### src/rtl/gpio_pad_sequencer_pkg.sv
// Shared definitions for the GPIO pad sequencer: config word layout,
// register map, reset configuration and apply-sequence states.
package gpio_pad_sequencer_pkg;

    localparam int CFG_W          = 13;
    localparam int CFG_OUT        = 0;
    localparam int CFG_OEB        = 1;
    localparam int CFG_INP_DIS    = 2;
    localparam int CFG_DM0        = 3;
    localparam int CFG_DM1        = 4;
    localparam int CFG_DM2        = 5;
    localparam int CFG_IB_MODE    = 6;
    localparam int CFG_VTRIP      = 7;
    localparam int CFG_SLOW       = 8;
    localparam int CFG_HOLDOVER   = 9;
    localparam int CFG_ANALOG_EN  = 10;
    localparam int CFG_ANALOG_SEL = 11;
    localparam int CFG_ANALOG_POL = 12;

    typedef logic [CFG_W-1:0] pad_cfg_t;

    // oeb=1, inp_dis=1, dm=001: pad tristated with inputs off after reset
    localparam pad_cfg_t CFG_RESET = 13'h000E;

    localparam logic [7:0] ADDR_CTRL    = 8'hC0;
    localparam logic [7:0] ADDR_GPIN_LO = 8'hC4;
    localparam logic [7:0] ADDR_GPIN_HI = 8'hC8;

    localparam int CTRL_APPLY   = 0;
    localparam int CTRL_BUSY    = 0;
    localparam int CTRL_PENDING = 1;

    typedef enum logic [2:0] {
        ST_IDLE    = 3'd0,
        ST_QUIESCE = 3'd1,
        ST_UPDATE  = 3'd2,
        ST_SETTLE  = 3'd3,
        ST_ENABLE  = 3'd4
    } seq_state_e;

    // Byte-strobed merge of bus data into a 13-bit config word.
    function automatic pad_cfg_t merge_cfg(input pad_cfg_t old_cfg,
                                           input logic [CFG_W-1:0] wdata,
                                           input logic [1:0] wstrb);
        pad_cfg_t r_new;
        r_new = old_cfg;
        if (wstrb[0]) r_new[7:0]       = wdata[7:0];
        if (wstrb[1]) r_new[CFG_W-1:8] = wdata[CFG_W-1:8];
        return r_new;
    endfunction

endpackage

### src/rtl/gpio_sync2.sv
// Parameterized-width two-flop synchronizer for asynchronous pad inputs.
module gpio_sync2 #(
    parameter int WIDTH = 1
) (
    input  logic             clk,
    input  logic             reset,
    input  logic [WIDTH-1:0] i_d,
    output logic [WIDTH-1:0] o_q
);

    logic [WIDTH-1:0] r_meta;
    logic [WIDTH-1:0] r_sync;

    // NOTE: non-blocking assignments make both stages sample pre-edge values;
    // blocking ones would collapse the chain into a single flop.
    always_ff @(posedge clk) begin
        if (reset) begin
            r_meta <= '0;
            r_sync <= '0;
        end else begin
            r_meta <= i_d;
            r_sync <= r_meta;
        end
    end

    assign o_q = r_sync;

endmodule

### src/rtl/gpio_pad_sequencer.sv
// Memory-mapped GPIO pad configuration with shadow/active words and a
// glitch-safe apply sequence that holds outputs disabled while configs change.
module gpio_pad_sequencer
    import gpio_pad_sequencer_pkg::*;
#(
    parameter int NPADS         = 44,
    parameter int SETTLE_CYCLES = 4
) (
    input  logic             clk,
    input  logic             reset,
    input  logic             iomem_valid,
    output logic             iomem_ready,
    input  logic [3:0]       iomem_wstrb,
    input  logic [7:0]       iomem_addr,
    input  logic [31:0]      iomem_wdata,
    output logic [31:0]      iomem_rdata,
    input  logic [NPADS-1:0] gpio_in,
    output logic [NPADS-1:0] gpio_out,
    output logic [NPADS-1:0] gpio_oeb,
    output logic [NPADS-1:0] gpio_inp_dis,
    output logic [NPADS-1:0] gpio_dm2,
    output logic [NPADS-1:0] gpio_dm1,
    output logic [NPADS-1:0] gpio_dm0,
    output logic [NPADS-1:0] gpio_ib_mode_sel,
    output logic [NPADS-1:0] gpio_vtrip_sel,
    output logic [NPADS-1:0] gpio_slow_sel,
    output logic [NPADS-1:0] gpio_holdover,
    output logic [NPADS-1:0] gpio_analog_en,
    output logic [NPADS-1:0] gpio_analog_sel,
    output logic [NPADS-1:0] gpio_analog_pol,
    output logic             busy
);

    logic             r_ready;
    logic [31:0]      r_rdata;
    pad_cfg_t         r_shadow [NPADS];
    pad_cfg_t         r_active [NPADS];
    seq_state_e       r_state;
    logic             r_pending;
    logic [7:0]       r_settle_cnt;

    logic [NPADS-1:0] w_gpio_sync;
    logic [63:0]      w_gpin_all;
    logic             w_req;
    logic             w_wr;
    logic [5:0]       w_idx;
    logic             w_is_pad;
    logic             w_is_ctrl;
    logic             w_apply_req;
    logic             w_busy;
    logic             w_force_oeb;
    logic [31:0]      w_rd_value;
    logic             w_unused;

    gpio_sync2 #(.WIDTH(NPADS)) u_gpio_sync (
        .clk   (clk),
        .reset (reset),
        .i_d   (gpio_in),
        .o_q   (w_gpio_sync)
    );

    assign w_gpin_all  = 64'(w_gpio_sync);
    assign w_req       = iomem_valid && !r_ready;
    assign w_wr        = w_req && (|iomem_wstrb);
    assign w_idx       = iomem_addr[7:2];
    assign w_is_pad    = int'(w_idx) < NPADS;
    assign w_is_ctrl   = (w_idx == ADDR_CTRL[7:2]);
    assign w_apply_req = w_wr && w_is_ctrl && iomem_wstrb[0] && iomem_wdata[CTRL_APPLY];
    assign w_busy      = (r_state != ST_IDLE);
    assign w_force_oeb = (r_state == ST_QUIESCE) || (r_state == ST_UPDATE) ||
                         (r_state == ST_SETTLE);
    assign w_unused    = ^{iomem_addr[1:0], iomem_wdata[31:CFG_W]};

    // NOTE: every output gets a default before the case/loop so no path
    // leaves a value unassigned and no latch is inferred.
    always_comb begin
        w_rd_value = '0;
        if (w_is_pad) begin
            for (int p = 0; p < NPADS; p++) begin
                if (p == int'(w_idx)) w_rd_value = 32'(r_shadow[p]);
            end
        end else if (w_is_ctrl) begin
            w_rd_value[CTRL_BUSY]    = w_busy;
            w_rd_value[CTRL_PENDING] = r_pending;
        end else if (w_idx == ADDR_GPIN_LO[7:2]) begin
            w_rd_value = w_gpin_all[31:0];
        end else if (w_idx == ADDR_GPIN_HI[7:2]) begin
            w_rd_value = w_gpin_all[63:32];
        end
    end

    // Ack one cycle after valid is seen; the r_ready term blocks a second ack.
    always_ff @(posedge clk) begin
        if (reset) begin
            r_ready <= 1'b0;
            r_rdata <= '0;
        end else begin
            r_ready <= w_req;
            r_rdata <= (w_req && !w_wr) ? w_rd_value : 32'd0;
        end
    end

    // NOTE: the config arrays are reset because they drive pad pins directly;
    // a pure data memory would normally be left unreset.
    always_ff @(posedge clk) begin
        if (reset) begin
            for (int p = 0; p < NPADS; p++) begin
                r_shadow[p] <= CFG_RESET;
                r_active[p] <= CFG_RESET;
            end
        end else begin
            for (int p = 0; p < NPADS; p++) begin
                if (w_wr && w_is_pad && (p == int'(w_idx))) begin
                    r_shadow[p] <= merge_cfg(r_shadow[p], iomem_wdata[CFG_W-1:0],
                                             iomem_wstrb[1:0]);
                    if (iomem_wstrb[0]) r_active[p][CFG_OUT] <= iomem_wdata[CFG_OUT];
                end
                // Copy reads the pre-edge shadow, so a same-cycle write waits
                if (r_state == ST_UPDATE) begin
                    r_active[p][CFG_W-1:1] <= r_shadow[p][CFG_W-1:1];
                end
            end
        end
    end

    always_ff @(posedge clk) begin
        if (reset) begin
            r_state      <= ST_IDLE;
            r_pending    <= 1'b0;
            r_settle_cnt <= '0;
        end else begin
            if (w_apply_req && (r_state != ST_IDLE)) r_pending <= 1'b1;
            case (r_state)
                ST_IDLE: begin
                    if (w_apply_req || r_pending) begin
                        r_state   <= ST_QUIESCE;
                        r_pending <= 1'b0;
                    end
                end
                ST_QUIESCE: r_state <= ST_UPDATE;
                ST_UPDATE: begin
                    r_state      <= ST_SETTLE;
                    r_settle_cnt <= 8'(SETTLE_CYCLES);
                end
                ST_SETTLE: begin
                    if (r_settle_cnt <= 8'd1) r_state <= ST_ENABLE;
                    else                      r_settle_cnt <= r_settle_cnt - 8'd1;
                end
                ST_ENABLE: r_state <= ST_IDLE;
                default:   r_state <= ST_IDLE;
            endcase
        end
    end

    always_comb begin
        gpio_out         = '0;
        gpio_oeb         = '0;
        gpio_inp_dis     = '0;
        gpio_dm2         = '0;
        gpio_dm1         = '0;
        gpio_dm0         = '0;
        gpio_ib_mode_sel = '0;
        gpio_vtrip_sel   = '0;
        gpio_slow_sel    = '0;
        gpio_holdover    = '0;
        gpio_analog_en   = '0;
        gpio_analog_sel  = '0;
        gpio_analog_pol  = '0;
        for (int p = 0; p < NPADS; p++) begin
            gpio_out[p]         = r_active[p][CFG_OUT];
            gpio_oeb[p]         = r_active[p][CFG_OEB] | w_force_oeb;
            gpio_inp_dis[p]     = r_active[p][CFG_INP_DIS];
            gpio_dm2[p]         = r_active[p][CFG_DM2];
            gpio_dm1[p]         = r_active[p][CFG_DM1];
            gpio_dm0[p]         = r_active[p][CFG_DM0];
            gpio_ib_mode_sel[p] = r_active[p][CFG_IB_MODE];
            gpio_vtrip_sel[p]   = r_active[p][CFG_VTRIP];
            gpio_slow_sel[p]    = r_active[p][CFG_SLOW];
            gpio_holdover[p]    = r_active[p][CFG_HOLDOVER];
            gpio_analog_en[p]   = r_active[p][CFG_ANALOG_EN];
            gpio_analog_sel[p]  = r_active[p][CFG_ANALOG_SEL];
            gpio_analog_pol[p]  = r_active[p][CFG_ANALOG_POL];
        end
    end

    assign iomem_ready = r_ready;
    assign iomem_rdata = r_rdata;
    assign busy        = w_busy;

endmodule

### config.mk
export PLATFORM = sky130hd
export DESIGN_NAME = gpio_pad_sequencer
export DESIGN_NICKNAME = d
export VERILOG_FILES = /design/src/rtl/gpio_pad_sequencer_pkg.sv /design/src/rtl/gpio_sync2.sv /design/src/rtl/gpio_pad_sequencer.sv
export SDC_FILE = /design/constraint.sdc
export NUM_CORES = 2
export LEC_CHECK = 0
export ABC_CLOCK_PERIOD_IN_PS = 50300
export CORE_MARGIN = 5
export CORE_UTILIZATION = 25
export CTS_BUF_LIST = sky130_fd_sc_hd__clkbuf_8
export DETAILED_ROUTE_END_ITERATION = 8
export GPL_TIMING_DRIVEN = 1
export PLACE_DENSITY = 0.46
export SETUP_SLACK_MARGIN = 0.4
export SLEW_MARGIN = 25
export SYNTH_ARGS = -nofsm -noshare
export SYNTH_HDL_FRONTEND = slang
export SYNTH_SLANG_ARGS = --single-unit
### constraint.sdc
create_clock -name clk -period 50.3 [get_ports clk]
set_clock_uncertainty 0.15 [all_clocks]
set_input_delay 10.06 -clock clk [delete_from_list [all_inputs] [get_ports clk]]
set_output_delay 10.06 -clock clk [all_outputs]
set_load 0.02 [all_outputs]
* Word-level counts from Yosys, hierarchy flattened
Memory sizes are Yosys's and may differ from the RTL's. Index checks and enable logic that the tools add are counted.
Cells by class: $add $sub $neg 1, order comparisons 2, eq/ne operators 52, reductions and logical operators 65, bitwise operators 177, mux-type cells 723
Operator list (count):
- $mux 32 | 45
- $mux 8 | 133
- $mux 5 | 132
- $mux 13 | 45
- $mux 12 | 45
- $mux 1 | 317
- $or 1x1->1 | 176
- $eq 6x6->1 const A | 28
- $logic_and 1x1->1 | 52
- $eq 5x6->1 const A | 8
- $mux 30 | 1
- $eq 4x6->1 const A | 4
- $eq 6x6->1 const B | 3
- $pmux 8 s2 | 1
- $eq 3x6->1 const A | 2
- $pmux 3 s4 | 1
- $le 8x1->1 const B | 1
- $sub 8x1->8 const B | 1
- $eq 2x6->1 const A | 1
- $eq 3x2->1 const B | 2
- $logic_not 6->1 | 1
- $lt 6x6->1 const B | 1
- $mux 3 | 2
- $ne 2x2->1 const B | 2
- other kinds (12) | 16
Word-level totals: output and inout bits 606, input bits 91, register bits 133, memories 2, RAM bits 1144
Memory list:
- r_active | words 44, bits a word 13, rd ports 44, clocked after Yosys merged registers in 0, write ports 44, line gpio_pad_sequencer.sv:37 | pad_cfg_t r_active [NPADS];
- r_shadow | words 44, bits a word 13, rd ports 44, clocked after Yosys merged registers in 0, write ports 44, line gpio_pad_sequencer.sv:36 | pad_cfg_t r_shadow [NPADS];

* Depth between registers and ports, before layout
word-level depth 46, gate-level depth with buffers 12

* By module
From an unflattened synthesis, not the netlist that was laid out.
Unflattened totals: cell total of the unflattened synthesis 4570, area, all modules 56374.1 sq um
Modules (own cells, without submodules):
- gpio_pad_sequencer | area each 54001.8 sq um, seq. area each 35253.8 sq um, cells each 4385, instances 1
- gpio_sync2 | area each 2372.3 sq um, seq. area each 1761.7 sq um, cells each 185, instances 1

* Least setup slack after synthesis
OpenSTA, ideal clock, no wires.
path type input -> register, start point input port reset, end point memory r_active[0][100] (netlist bit) (enable), stages 4, path slack 25.718 ns, data required time 49.156 ns, data arrival time 23.438 ns, setup time 0.994 ns, buffers on the path 3, cells stage by stage clkbuf_1 > clkbuf_1 > clkbuf_1 > nand2b_1
RTL lines:
- start, declared | line gpio_pad_sequencer.sv:10 | input logic reset,
- end, declared | line gpio_pad_sequencer.sv:37

* Worst setup path in the final report
start point input port iomem_addr[6], end point register r_rdata[12] (netlist: iomem_rdata[12])
On the way: word-level cells in the longest chain between the ends 46, elaborated cells between the ends (all ways) 94
Ends and longest elaborated chain:
- start, declared | line gpio_pad_sequencer.sv:14 | input logic [7:0] iomem_addr,
- $logic_not 6->1 | line gpio_pad_sequencer.sv:80 | if (p == int'(w_idx)) w_rd_value = 32'(r_shadow[p]);
- $mux 13 | line gpio_pad_sequencer.sv:80
- $mux 32 (43 in series) | line gpio_pad_sequencer.sv:80
- $mux 32 (*) | line gpio_pad_sequencer.sv:78 | if (w_is_pad) begin
- end signal, assigned | line gpio_pad_sequencer.sv:99 | r_rdata <= (w_req && !w_wr) ? w_rd_value : 32'd0;
- end, declared | line gpio_pad_sequencer.sv:35 | logic [31:0] r_rdata;
Mark *: on every way between the ends. The rest lies on a longest branch, timed or not. A chain may end at the register's enable or synchronous reset.

==> flow_results.xml <==
<?xml version="1.0" encoding="UTF-8"?>
<metrics>
  <group name="critical_path">
    <metric name="critical_path_class" unit="">in -&gt; reg</metric>
    <metric name="register_to_register_setup_slack" unit="ns">45.62</metric>
    <metric name="element_type_at_the_critical_path_end" unit="">register</metric>
    <metric name="critical_path_required" unit="ns">51.03</metric>
    <metric name="critPathArrivalTime" unit="ns">14.81</metric>
    <metric name="path_max_fanout" unit="">18</metric>
    <metric name="startpoint_type" unit="">input pin</metric>
  </group>
  <group name="global_route">
    <metric name="groute.usage.overall" unit="%">19.3</metric>
    <metric name="grt_pass1_vias" unit="">36762</metric>
    <metric name="global_route_wire_length_before_repair" unit="um">317000</metric>
    <metric name="pin_count_of_the_biggest_net_entering_global_routing" unit="">188</metric>
    <metric name="grt_remaining_overflow" unit="">0</metric>
    <metric name="number_of_antenna_violations_at_the_first_check_in_global_routing" unit="">23</metric>
  </group>
  <group name="synth">
    <metric name="synth_area_leader_cell" unit="">edfxtp_1</metric>
    <metric name="synth_top_cell_area_share" unit="%">61.1</metric>
    <metric name="syn_area_per_cell" unit="um2">12.5</metric>
    <metric name="syn-num-nets" unit="">4595</metric>
    <metric name="postSynthRegisterBits" unit="">1277</metric>
    <metric name="yosysWarnings" unit="">0</metric>
    <metric name="synth_top_flop_cell" unit="">edfxtp_1</metric>
    <metric name="netlist_top_cells_area" unit="">edfxtp_1 61%, buf_4 7.3%, dfxtp_1 4.7%</metric>
    <metric name="post_synth_instance_area" unit="um2">56300</metric>
    <metric name="synth_enable_flop_cells" unit="">1144</metric>
    <metric name="ys_async_sr_fraction" unit="%">0</metric>
    <metric name="synth_seq_area_share" unit="%">65.8</metric>
    <metric name="synthDistinctLibCells" unit="">81</metric>
    <metric name="synth.cells.most_frequent" unit="">1144 x edfxtp_1, 550 x buf_4, 522 x nor2_1</metric>
    <metric name="yosysMostFrequentCell" unit="">edfxtp_1</metric>
    <metric name="syn-instance-count" unit="">4502</metric>
  </group>
  <group name="route">
    <metric name="remaining_drc_errors" unit="">0</metric>
    <metric name="ant_nets" unit="">0</metric>
    <metric name="route.detailed.vias_per_inst" unit="">4.69</metric>
    <metric name="wl_per_cell" unit="um">30.1</metric>
    <metric name="route.final.wire_length" unit="um">236000</metric>
    <metric name="detailedRoute.firstPassIterationCount" unit="">5</metric>
    <metric name="route.vias.total" unit="">36797</metric>
    <metric name="dr.first_iter.drc_count" unit="">3988</metric>
  </group>
  <group name="clock_network">
    <metric name="cts_buffer_depth" unit="">3</metric>
    <metric name="clock_tree.root_cell" unit="">clkbuf_8</metric>
    <metric name="cts_tree" unit="">done</metric>
    <metric name="tritoncts_num_sinks" unit="">1277</metric>
    <metric name="ctsHtreeMaxLevel" unit="">4</metric>
    <metric name="worst_skew_pair.late_latency" unit="ns">1.03</metric>
    <metric name="postCtsSetupRepairBufs" unit="">0</metric>
    <metric name="cts_inserted_buffers" unit="">224</metric>
    <metric name="cts.repair.resized" unit="">0</metric>
    <metric name="cts_hold_buffers" unit="">0</metric>
    <metric name="cts.reportedPaths.clkPinSlew" unit="ns">0.06</metric>
  </group>
  <group name="sta">
    <metric name="min_period" unit="ns">14.07</metric>
    <metric name="fin_crit_sh" unit="%">28.0</metric>
    <metric name="grt_setup_unrepaired" unit="">false</metric>
    <metric name="finalHoldViolations" unit="">0</metric>
    <metric name="setup_tns_after_final_layout" unit="ns">0</metric>
    <metric name="finalHoldWorstSlack" unit="ns">0.280</metric>
    <metric name="clock.fmax" unit="MHz">71.1</metric>
    <metric name="setup_violations" unit="">0</metric>
    <metric name="relSlewSlack" unit="%">29.0</metric>
    <metric name="final_max_slew_viol_count" unit="">0</metric>
    <metric name="worstMarginPinSlew" unit="ns">1.07</metric>
  </group>
  <group name="placed_design">
    <metric name="port_buffers" unit="">675</metric>
    <metric name="placedCellCount" unit="">7410</metric>
    <metric name="place.gp.congestion" unit="">0.858</metric>
    <metric name="detailed_place_hpwl" unit="um">170000</metric>
  </group>
  <group name="floorplanning">
    <metric name="rows" unit="">174</metric>
    <metric name="floorplan.die_area" unit="um2">235000</metric>
    <metric name="die_width" unit="um">484</metric>
    <metric name="die-height" unit="um">484</metric>
    <metric name="start_util" unit="%">25.1</metric>
    <metric name="io_pins" unit="">697</metric>
    <metric name="fp.coreArea" unit="um2">224000</metric>
  </group>
  <group name="pwr">
    <metric name="worst_ir_drop_vdd" unit="V">0.0000283</metric>
    <metric name="p_per_area" unit="nW/um2">35.5</metric>
    <metric name="power.static_leakage" unit="nW">22.6</metric>
  </group>
  <group name="final_layout">
    <metric name="area.growth.synth_to_final" unit="%">18.5</metric>
    <metric name="nNetsFinal" unit="">4739</metric>
    <metric name="final-instance-count-excl-fill" unit="">7839</metric>
    <metric name="post_route_cells_drive_above_1_share" unit="%">10.6</metric>
  </group>
  <group name="run_status">
    <metric name="status" unit="">complete, no violations</metric>
  </group>
  <group name="hold_path">
    <metric name="min-delay-path-class" unit="">reg -&gt; reg</metric>
  </group>
  <group name="flow_run">
    <metric name="drv_cap" unit="">0</metric>
  </group>
</metrics>
-- cells in the final DEF (no fill, tap or decap), drive strengths merged, types with 6 or more instances in the layout --
cell,n
mux2i,51
clkinv,87
a31oi,10
and2,311
o22ai,41
edfxtp,1144
buf,105
a22o,6
inv,105
a21oi,128
o211ai,13
or3,105
nand2b,66
diode,9
a21o,109
nor2b,195
o21ai,136
a221oi,18
o221ai,28
clkdlybuf4s50,671
nor2,522
a211oi,16
a22oi,19
mux4,22
nand3,33
nand2,244
bufinv,8
a222oi,6
mux2,33
dfxtp,133
and3,23
or2,31
o2bb2ai,6
clkbuf,236
nor3,31
o31ai,8
o21bai,31
clkinvlp,6
-- final timing paths --
path	from	endpoint	cells past startpoint
min reg2reg	u_gpio_sync.r_meta[27]	u_gpio_sync.o_q[27]	1
max	iomem_addr[6]	iomem_rdata[12]	9
min	u_gpio_sync.r_meta[27]	u_gpio_sync.o_q[27]	1
max reg2reg	r_state[0]	r_active[0][180]	6
-- sequential cells by signal (all words and copies together) (netlist names) --
signal              flops
r_shadow              572
r_pending               1
iomem_ready             1
r_state                 3
u_gpio_sync.o_q        44
r_settle_cnt            8
r_active              572
u_gpio_sync.r_meta     44
iomem_rdata            32
-- final cells by class --
cell class                      count  area (um2)
Fill cell                       22885      158000
Sequential cell                  1277       37000
Multi-Input combinational cell   2343       13900
Timing Repair Buffer              776        7590
Tap cell                         2992        3740
Clock buffer                      236        3250
Clock inverter                    182        1080
Inverter                           24        90.1
Antenna cell                        9        22.5
-- power by group --
group	leakage (nW)	total, W	internal [W]	switching [W]
clock	2.47	0.000949	0.000479	0.000470
combinational	8.08	0.000194	0.0000631	0.000131
sequential	12.1	0.00123	0.00120	0.0000270
total	22.6	0.00237	0.00174	0.000628
-- layer usage --
metal  vias to the layer above  wire, um  share of wire, %  GRT usage (%)
met5                         -        75             0.032              0
met4                        12      9740               4.1           7.73
met3                       339     26900                11           7.62
met2                      1914     99900                42           28.0
met1                     18832     99200                42           25.8
li1                      15700         -                 -              -
-- per-stage QoR --
| step | setup WS, ns | power [W] | instance area (um2) | util, % |
|---|---|---|---|---|
| finish | 36.23 | 0.00237 | 66700 | 29.7 |
| global route | 36.28 | 0.00245 | 66600 | 29.7 |
| CTS | 36.39 | 0.00239 | 66600 | 29.7 |
| detailed placement | 35.27 | 0.00144 | 62300 | 27.7 |
| global placement | 35.24 | 0.00144 | 62300 | 27.7 |
| floorplan | 25.72 | 0.00136 | 56300 | - |
-- cells by family after synthesis --
family | Yosys count | synth area share, %
AOI/OAI and AO/OA | 635 | 7.53
muxes | 106 | 2.45
buffers and inverters | 882 | 9.73
xor gates and xnor gates | 7 | 0.109
and+or+nand+nor | 1593 | 14.4
DFF | 1277 | 65.8
adders and majority gates | 2 | 0.0445
-- critical path: stages --
cell and delay (ns):
clkdlybuf4s50_1 0.87, nor2_1 0.77, nand3_1 0.52, o22ai_1 0.62, a31oi_1 0.46, o31a_1 0.46, o21ai_0 0.56, a21oi_1 0.24
o21a_1 0.23
Power figures use the tool's default switching activity.
